**src/rtl/if_inst_queue_if.sv**
```systemverilog
// if_inst_queue_if: fetch-to-ID queue handshake bundle (enqueue, dequeue, flush, status)
interface if_inst_queue_if #(
  parameter int DEPTH = 8
);
  localparam int AW = $clog2(DEPTH);
  logic          flush;
  logic          enq_valid;
  logic          enq_ready;
  logic [31:0]   enq_pc;
  logic [31:0]   enq_instr;
  logic [18:0]   enq_except;
  logic          almost_full;
  logic          deq_valid;
  logic          deq_ready;
  logic [31:0]   deq_pc;
  logic [31:0]   deq_instr;
  logic [18:0]   deq_except;
  logic [AW:0]   count;
  modport master (
    output flush, enq_valid, enq_pc, enq_instr, enq_except, deq_ready,
    input  enq_ready, almost_full, deq_valid, deq_pc, deq_instr, deq_except, count
  );
  modport slave (
    input  flush, enq_valid, enq_pc, enq_instr, enq_except, deq_ready,
    output enq_ready, almost_full, deq_valid, deq_pc, deq_instr, deq_except, count
  );
endinterface

```
**src/rtl/if_inst_queue.sv**
```systemverilog
// if_inst_queue: circular instruction fetch queue between fetch and ID, flushable
module if_inst_queue #(
  parameter int DEPTH    = 8,
  parameter int AF_LEVEL = DEPTH - 2
) (
  input logic            clk,
  input logic            rst,
  if_inst_queue_if.slave q
);
  localparam int AW = $clog2(DEPTH);
  localparam int PW = AW + 1;
  localparam int EW = 32 + 32 + 19;
  localparam logic [PW-1:0] AF = PW'(AF_LEVEL);

  logic [EW-1:0] mem [DEPTH];
  logic [PW-1:0] rd_ptr, wr_ptr, occ;
  logic [EW-1:0] head;
  logic          empty, full, enq_fire, deq_fire;

  always_comb begin
    empty    = rd_ptr == wr_ptr;
    full     = rd_ptr[AW-1:0] == wr_ptr[AW-1:0] && rd_ptr[AW] != wr_ptr[AW];
    enq_fire = q.enq_valid && !full && !q.flush;
    deq_fire = !empty && q.deq_ready && !q.flush;
    occ      = wr_ptr - rd_ptr;
    head     = mem[rd_ptr[AW-1:0]];
  end

  // status outputs come from registered pointers only
  assign q.enq_ready   = !full;
  assign q.almost_full = occ >= AF;
  assign q.count       = occ;
  assign q.deq_valid   = !empty;
  assign q.deq_pc      = head[EW-1 -: 32];
  assign q.deq_instr   = head[EW-33 -: 32];
  assign q.deq_except  = head[18:0];

  always_ff @(posedge clk or posedge rst)
    if (rst) begin
      rd_ptr <= '0;
      wr_ptr <= '0;
    end else if (q.flush) begin
      rd_ptr <= '0;
      wr_ptr <= '0;
    end else begin
      if (enq_fire) wr_ptr <= wr_ptr + PW'(1);
      if (deq_fire) rd_ptr <= rd_ptr + PW'(1);
    end

  // excepting fetches carry a NOP so stale Icache data never reaches ID
  always_ff @(posedge clk)
    if (enq_fire)
      mem[wr_ptr[AW-1:0]] <= {q.enq_pc, (|q.enq_except) ? 32'h0 : q.enq_instr, q.enq_except};

  a_no_enq_full:  assert property (@(posedge clk) disable iff (rst) !(enq_fire && full));
  a_no_deq_empty: assert property (@(posedge clk) disable iff (rst) !(deq_fire && empty));
  a_count_bound:  assert property (@(posedge clk) disable iff (rst) occ <= PW'(DEPTH));
endmodule

```
**src/flat_wrapper.sv**
```systemverilog
// flat-port wrapper written by rule: the top's interface ports become plain ports
module if_inst_queue_flat 
#(
  parameter int DEPTH    = 8,
  parameter int AF_LEVEL = DEPTH - 2
)
  (clk, rst, q_flush, q_enq_valid, q_enq_pc, q_enq_instr, q_enq_except, q_deq_ready, q_enq_ready, q_almost_full, q_deq_valid, q_deq_pc, q_deq_instr, q_deq_except, q_count);
  if_inst_queue_if #(.DEPTH(DEPTH)) q_i ();
  input logic clk;
  input logic rst;
  input wire logic [$bits(q_i.flush)-1:0] q_flush;
  input wire logic [$bits(q_i.enq_valid)-1:0] q_enq_valid;
  input wire logic [$bits(q_i.enq_pc)-1:0] q_enq_pc;
  input wire logic [$bits(q_i.enq_instr)-1:0] q_enq_instr;
  input wire logic [$bits(q_i.enq_except)-1:0] q_enq_except;
  input wire logic [$bits(q_i.deq_ready)-1:0] q_deq_ready;
  output wire logic [$bits(q_i.enq_ready)-1:0] q_enq_ready;
  output wire logic [$bits(q_i.almost_full)-1:0] q_almost_full;
  output wire logic [$bits(q_i.deq_valid)-1:0] q_deq_valid;
  output wire logic [$bits(q_i.deq_pc)-1:0] q_deq_pc;
  output wire logic [$bits(q_i.deq_instr)-1:0] q_deq_instr;
  output wire logic [$bits(q_i.deq_except)-1:0] q_deq_except;
  output wire logic [$bits(q_i.count)-1:0] q_count;
  assign q_i.flush = q_flush;
  assign q_i.enq_valid = q_enq_valid;
  assign q_i.enq_pc = q_enq_pc;
  assign q_i.enq_instr = q_enq_instr;
  assign q_i.enq_except = q_enq_except;
  assign q_i.deq_ready = q_deq_ready;
  assign q_enq_ready = q_i.enq_ready;
  assign q_almost_full = q_i.almost_full;
  assign q_deq_valid = q_i.deq_valid;
  assign q_deq_pc = q_i.deq_pc;
  assign q_deq_instr = q_i.deq_instr;
  assign q_deq_except = q_i.deq_except;
  assign q_count = q_i.count;
  if_inst_queue #(.DEPTH(DEPTH), .AF_LEVEL(AF_LEVEL)) u_core (.clk(clk), .rst(rst), .q(q_i));
endmodule
```
**config.mk**
```make
export PLATFORM = sky130hd
export DESIGN_NAME = if_inst_queue_flat
export DESIGN_NICKNAME = d
export VERILOG_FILES = /design/src/rtl/if_inst_queue_if.sv /design/src/rtl/if_inst_queue.sv /design/src/flat_wrapper.sv
export SDC_FILE = /design/constraint.sdc
export NUM_CORES = 1
export LEC_CHECK = 0
export BUFFER_PORTS_ARGS = -buffer_cell sky130_fd_sc_hd__buf_2
export CAP_MARGIN = 30
export CORE_MARGIN = 2
export CORE_UTILIZATION = 25
export DETAILED_ROUTE_END_ITERATION = 6
export PLACE_DENSITY_LB_ADDON = 0.05
export SYNTH_ARGS = -nofsm -noshare
export SYNTH_HDL_FRONTEND = slang
export SYNTH_SLANG_ARGS = --single-unit
```
**constraint.sdc**
```tcl
create_clock -name clk -period 12.6 [get_ports clk]
set_input_delay 0.63 -clock clk [delete_from_list [all_inputs] [get_ports clk]]
set_output_delay 0.63 -clock clk [all_outputs]
set_load 0.01 [all_outputs]
```
# Word-level counts from Yosys, hierarchy flattened
# Memories as Yosys holds them, arrays and structs flattened.
# Cells that the tools add are included.
# classes
addsub,3
multipliers,0
n_div,0
magnitude_cmp,1
eq_ne,3
shift,0
n_mux,7
bitwise,0
n_reduce_logical,11
# op_table
op,count
2-to-1 mux 32 bit,1
OR reduction 19 bit,1
2-to-1 mux 4 bit,4
adder 4 x 1 -> 4 bit (second input constant),2
logical AND 1 bit,5
equality test 4 bit,1
greater-or-equal comparator 4 x 3 -> 1 bit (second input constant),1
nonzero test 2 bit,2
subtractor 4 bit,1
equality test 3 bit,1
zero test 1 bit,3
2-to-1 mux 1 bit,2
!= test 1 bit,1
# word_totals
register_bits,8
latch_bits,0
ram_bits,664
romBits,0
input_bits,88
out_inout_bits,90
word_cells,28
n_memories,1
# mem_list
memory,depth,word_bits,rd,rd_ports_with_merged_regs,wr,line,source
u_core.mem,8,83,1,0,1,if_inst_queue.sv:15,logic [EW-1:0] mem [DEPTH];

# Logic depth before layout (Yosys ltp)
# depth
depth_word,7
ltp_mapped,9
ltp_nobuf,6

# Worst setup path before layout
# No wires, ideal clock.
# synth_path
kind,reg2reg
start,register u_core.rd_ptr[1]
end,memory u_core.mem[4][0] (netlist bit) (enable)
setup_time_ns,0.626
arrival_time_ns,7.572
t_required_ns,11.974
slack_ns,4.402
path_stages_with_launch,10
n_path_buf,4
synth_period_minus_slack_ns,8.198
path_cell_list,dfrtp_1 buf_2 buf_2 buf_2 inv_1 ha_1 and3_1 buf_2 a211o_1 nor3_1
# synth_via
elab_chain_len,7
# synth_lines
element,line,source
"start, declared",if_inst_queue.sv:16,"logic [PW-1:0] rd_ptr, wr_ptr, occ;"
"start signal, assigned",if_inst_queue.sv:47,if (deq_fire) rd_ptr <= rd_ptr + PW'(1);
equality test 3 bit,if_inst_queue.sv:22,full = rd_ptr[AW-1:0] == wr_ptr[AW-1:0] && rd_ptr[AW] != wr_ptr[AW];
logical AND 1 bit,if_inst_queue.sv:22,
zero test 1 bit,if_inst_queue.sv:23,enq_fire = q.enq_valid && !full && !q.flush;
logical AND 1 bit (2 in a row),if_inst_queue.sv:23,
2-to-1 mux 1 bit,if_inst_queue.sv:52,if (enq_fire)
2-to-1 mux 1 bit,if_inst_queue.sv:53,"mem[wr_ptr[AW-1:0]] <= {q.enq_pc, (|q.enq_except) ? 32'h0 : q.enq_instr, q.enq_except};"
"end, declared",if_inst_queue.sv:15,
# No other way between the ends.

# Worst setup path after layout
# layout_path
start,register u_core.rd_ptr[2]
end,memory u_core.mem[3][58] (netlist bit) (enable)
# Same word-level chain as after synthesis.

==> run metrics <==
Reg clk slew, reported paths ~0.05 ns; logic gate share of total power between 10% and 20%; Worst path max stage delay 0.89 ns; worst-path fanout max 45; # setup viols final 0; CP Cell Sequence inv_4, ha_1, and3_1, a211o_1, nor2_4, buf_4, buf_4; CP Class reg2reg; IO buf count roughly 180; Design Power ~0.0053 W; die span in y approximately 330 µm; initial antenna violation count 9; Sw Ratio roughly a quarter; post-cts repair resize count 0; power share of the clock group between 40% and 50%; gpl congestion approximately 0.68; Post-synth top flop edfxtp_1; vias in the first global route between 10000 and 15000; type of origin of the critical path flop; Req. time, crit path around 13 ns; first-pass GRT wire length 102 mm; Final WS setup 7.59 ns; YS warnings 0; Arr. time, crit path about 5.3 ns; crit path max-delay cell type dfrtp_4; CP endpoint kind flop; hold-fix buffers at CTS 1; max_slew headroom between 30 and 40%; RSZ-0062 raised after global routing no; # IOs 178; RR Endpoint u_core.mem[3][58]; slew at the pin closest to its max-slew limit about 0.91 ns; Synth async-reset ratio approximately 1.2%; leading area contributor after synthesis edfxtp_1; Detailed Route WL around 70 mm; total die area about 110000 µm²; Cell variety after synth 32; outcome completed; worst reg2reg path startpoint u_core.rd_ptr[2]; Buf/Inv on CP 3; Setup Skew 0.0266 ns; HP Class in2reg; Detailed Place HPWL 38.7 mm; fin. max-slew vios 0; Synth area leaders edfxtp_1, mux4_2, nand2_1; post-layout min period between 5 and 6 ns; standard-cell rows 118; Vias/cell between 4 and 5; most common cell in the netlist edfxtp_1; Pint around 0.0041 W; Inserted Clock Buffers 83; clock latency at the later pin of the worst-skew pair about 0.64 ns; core area 103000 µm²; worst vdd ir between 0.09 and 0.1 mV; total gr overflow 0; net switching power 0.00123 W; Root Driver clkbuf_16; Area growth syn-to-layout 20.1%; largest net degree at the start of global routing 51; Syn Nets roughly 1400; initial DRC count 842; CP most frequent cell buf_4; H-tree Lvls 3; CTS sink cnt approximately 670; flop-to-flop setup slack roughly 7.6 ns; Max Fclk between 150 and 200 MHz; Seq pwr share between 40% and 50%; worst slack at placement 7.38 ns; DR pass1 iterations 4; worst hold endpoint u_core.mem[0][60]; max-cap violation count 0; Setup TNS 0 ns; layout cells sized above 1 31.9%; postcts setup bufs 0; Yosys reg bits 672; post-synth top area share 76.7%; filler instances between 10000 and 15000; number of synthesized flops with an enable pin about 660; CTS tree yes; DRC violations left 0; Gate Count Post-Synth 1296; Top Family by Delay on Critical Path buffers and inverters; Max clock buf depth 3; Total Nets Final about 1600; synthesized area between 20000 and 30000 µm²; final hold vios 0; Hold Crit Depth 1; Synth Area per Inst between 20 and 25 µm²; Final period util approximately two fifths; HP Start q_enq_pc[9]; Initial Util approximately a quarter; PD cells 169 nW/µm²; Synth top cells by count edfxtp_1, nand2_1, mux4_2; DR WL/cell ~23 µm; gr usage total between 10% and 20%; R2R depth 7; Vias between 10000 and 15000; Lkg Pwr around 11 nW; width of the die between 300 and 400 µm; post-route ant nets 0; Seq/Total Area, Yosys 77.5%
## worst max-delay path by stage
stage	endpoint	slack, ns	cells after the start	startpoint
after floorplan	u_core.mem[4][0]	4.40	9	u_core.rd_ptr[1]
after global placement	u_core.mem[0][43]	6.84	7	u_core.rd_ptr[2]
after global routing	u_core.mem[3][42]	7.21	7	u_core.rd_ptr[2]
final	u_core.mem[3][58]	7.59	7	u_core.rd_ptr[2]
after detailed placement	u_core.mem[2][55]	7.38	7	u_core.rd_ptr[2]
after CTS	u_core.mem[2][58]	7.32	7	u_core.rd_ptr[2]
## power by group through the flow
stage | sequential [W] | combinational [W] | clock [W]
6_report | 0.00251 | 0.000533 | 0.00225
5_1_grt | 0.00251 | 0.000586 | 0.00242
4_1_cts | 0.00251 | 0.000559 | 0.00233
3_5_place_dp | 0.00256 | 0.000557 | 0
3_3_place_gp | 0.00256 | 0.000548 | 0
2_1_floorplan | 0.00254 | 0.000370 | 0
## cell usage in the layout, fill, tap and decap left out, types with 6 or more instances in the layout
| cell | count |
|---|---|
| edfxtp_1 | 664 |
| buf_4 | 27 |
| clkbuf_16 | 83 |
| mux4_2 | 166 |
| nand2_1 | 257 |
| clkinv_2 | 15 |
| nor2_1 | 8 |
| nor3_1 | 32 |
| a21oi_1 | 7 |
| bufinv_16 | 6 |
| clkinv_1 | 19 |
| inv_1 | 40 |
| buf_2 | 178 |
| nor2_4 | 6 |
| clkbuf_1 | 20 |
## metrics by stage
stage	cells	utilization (%)	area, µm²	hold WS [ns]
after floorplan	1296	-	26000	0.446
after global placement	2814	27.6	28500	0.623
after detailed placement	2822	27.7	28600	0.624
after CTS	2973	30.2	31200	0.202
after global routing	2973	30.2	31200	0.239
final	2974	30.2	31200	0.270
## flip-flops by register name, summed over array words and instances, names as in the netlist
register / flops
u_core.rd_ptr: 4
u_core.mem: 664
u_core.wr_ptr: 4
## layer usage
| metal | track usage (%) | part of all wire, % |
|---|---|---|
| met5 | 0 | 0.066 |
| met4 | 3.40 | 1.8 |
| met3 | 2.90 | 4.2 |
| met2 | 22.2 | 50 |
| met1 | 17.3 | 44 |
## cells by family after synthesis
group,count (synthesis),share of synthesized area [%]
AO/OA/AOI/OAI,15,0.376
XOR/XNOR,3,0.130
adder cells (fa/ha/maj),6,0.318
buffers and inverters,106,2.03
flip-flops,672,77.5
multiplexers,172,14.6
AND/OR/NAND/NOR,322,4.98
## cell type report
cell class / count / area (µm²) / share of cell area [%]
clock buffer: 103 / 2150 / 6.90
timing repair buffer: 212 / 1240 / 3.99
sequential: 672 / 20200 / 64.6
inverter: 41 / 156 / 0.501
multi-input combinational: 518 / 5370 / 17.2
tap: 1380 / 1730 / 5.53
clock inverter: 47 / 403 / 1.29
antenna: 1 / 2.50 / 0.00802
No activity file was read; power rests on OpenSTA's default activity.
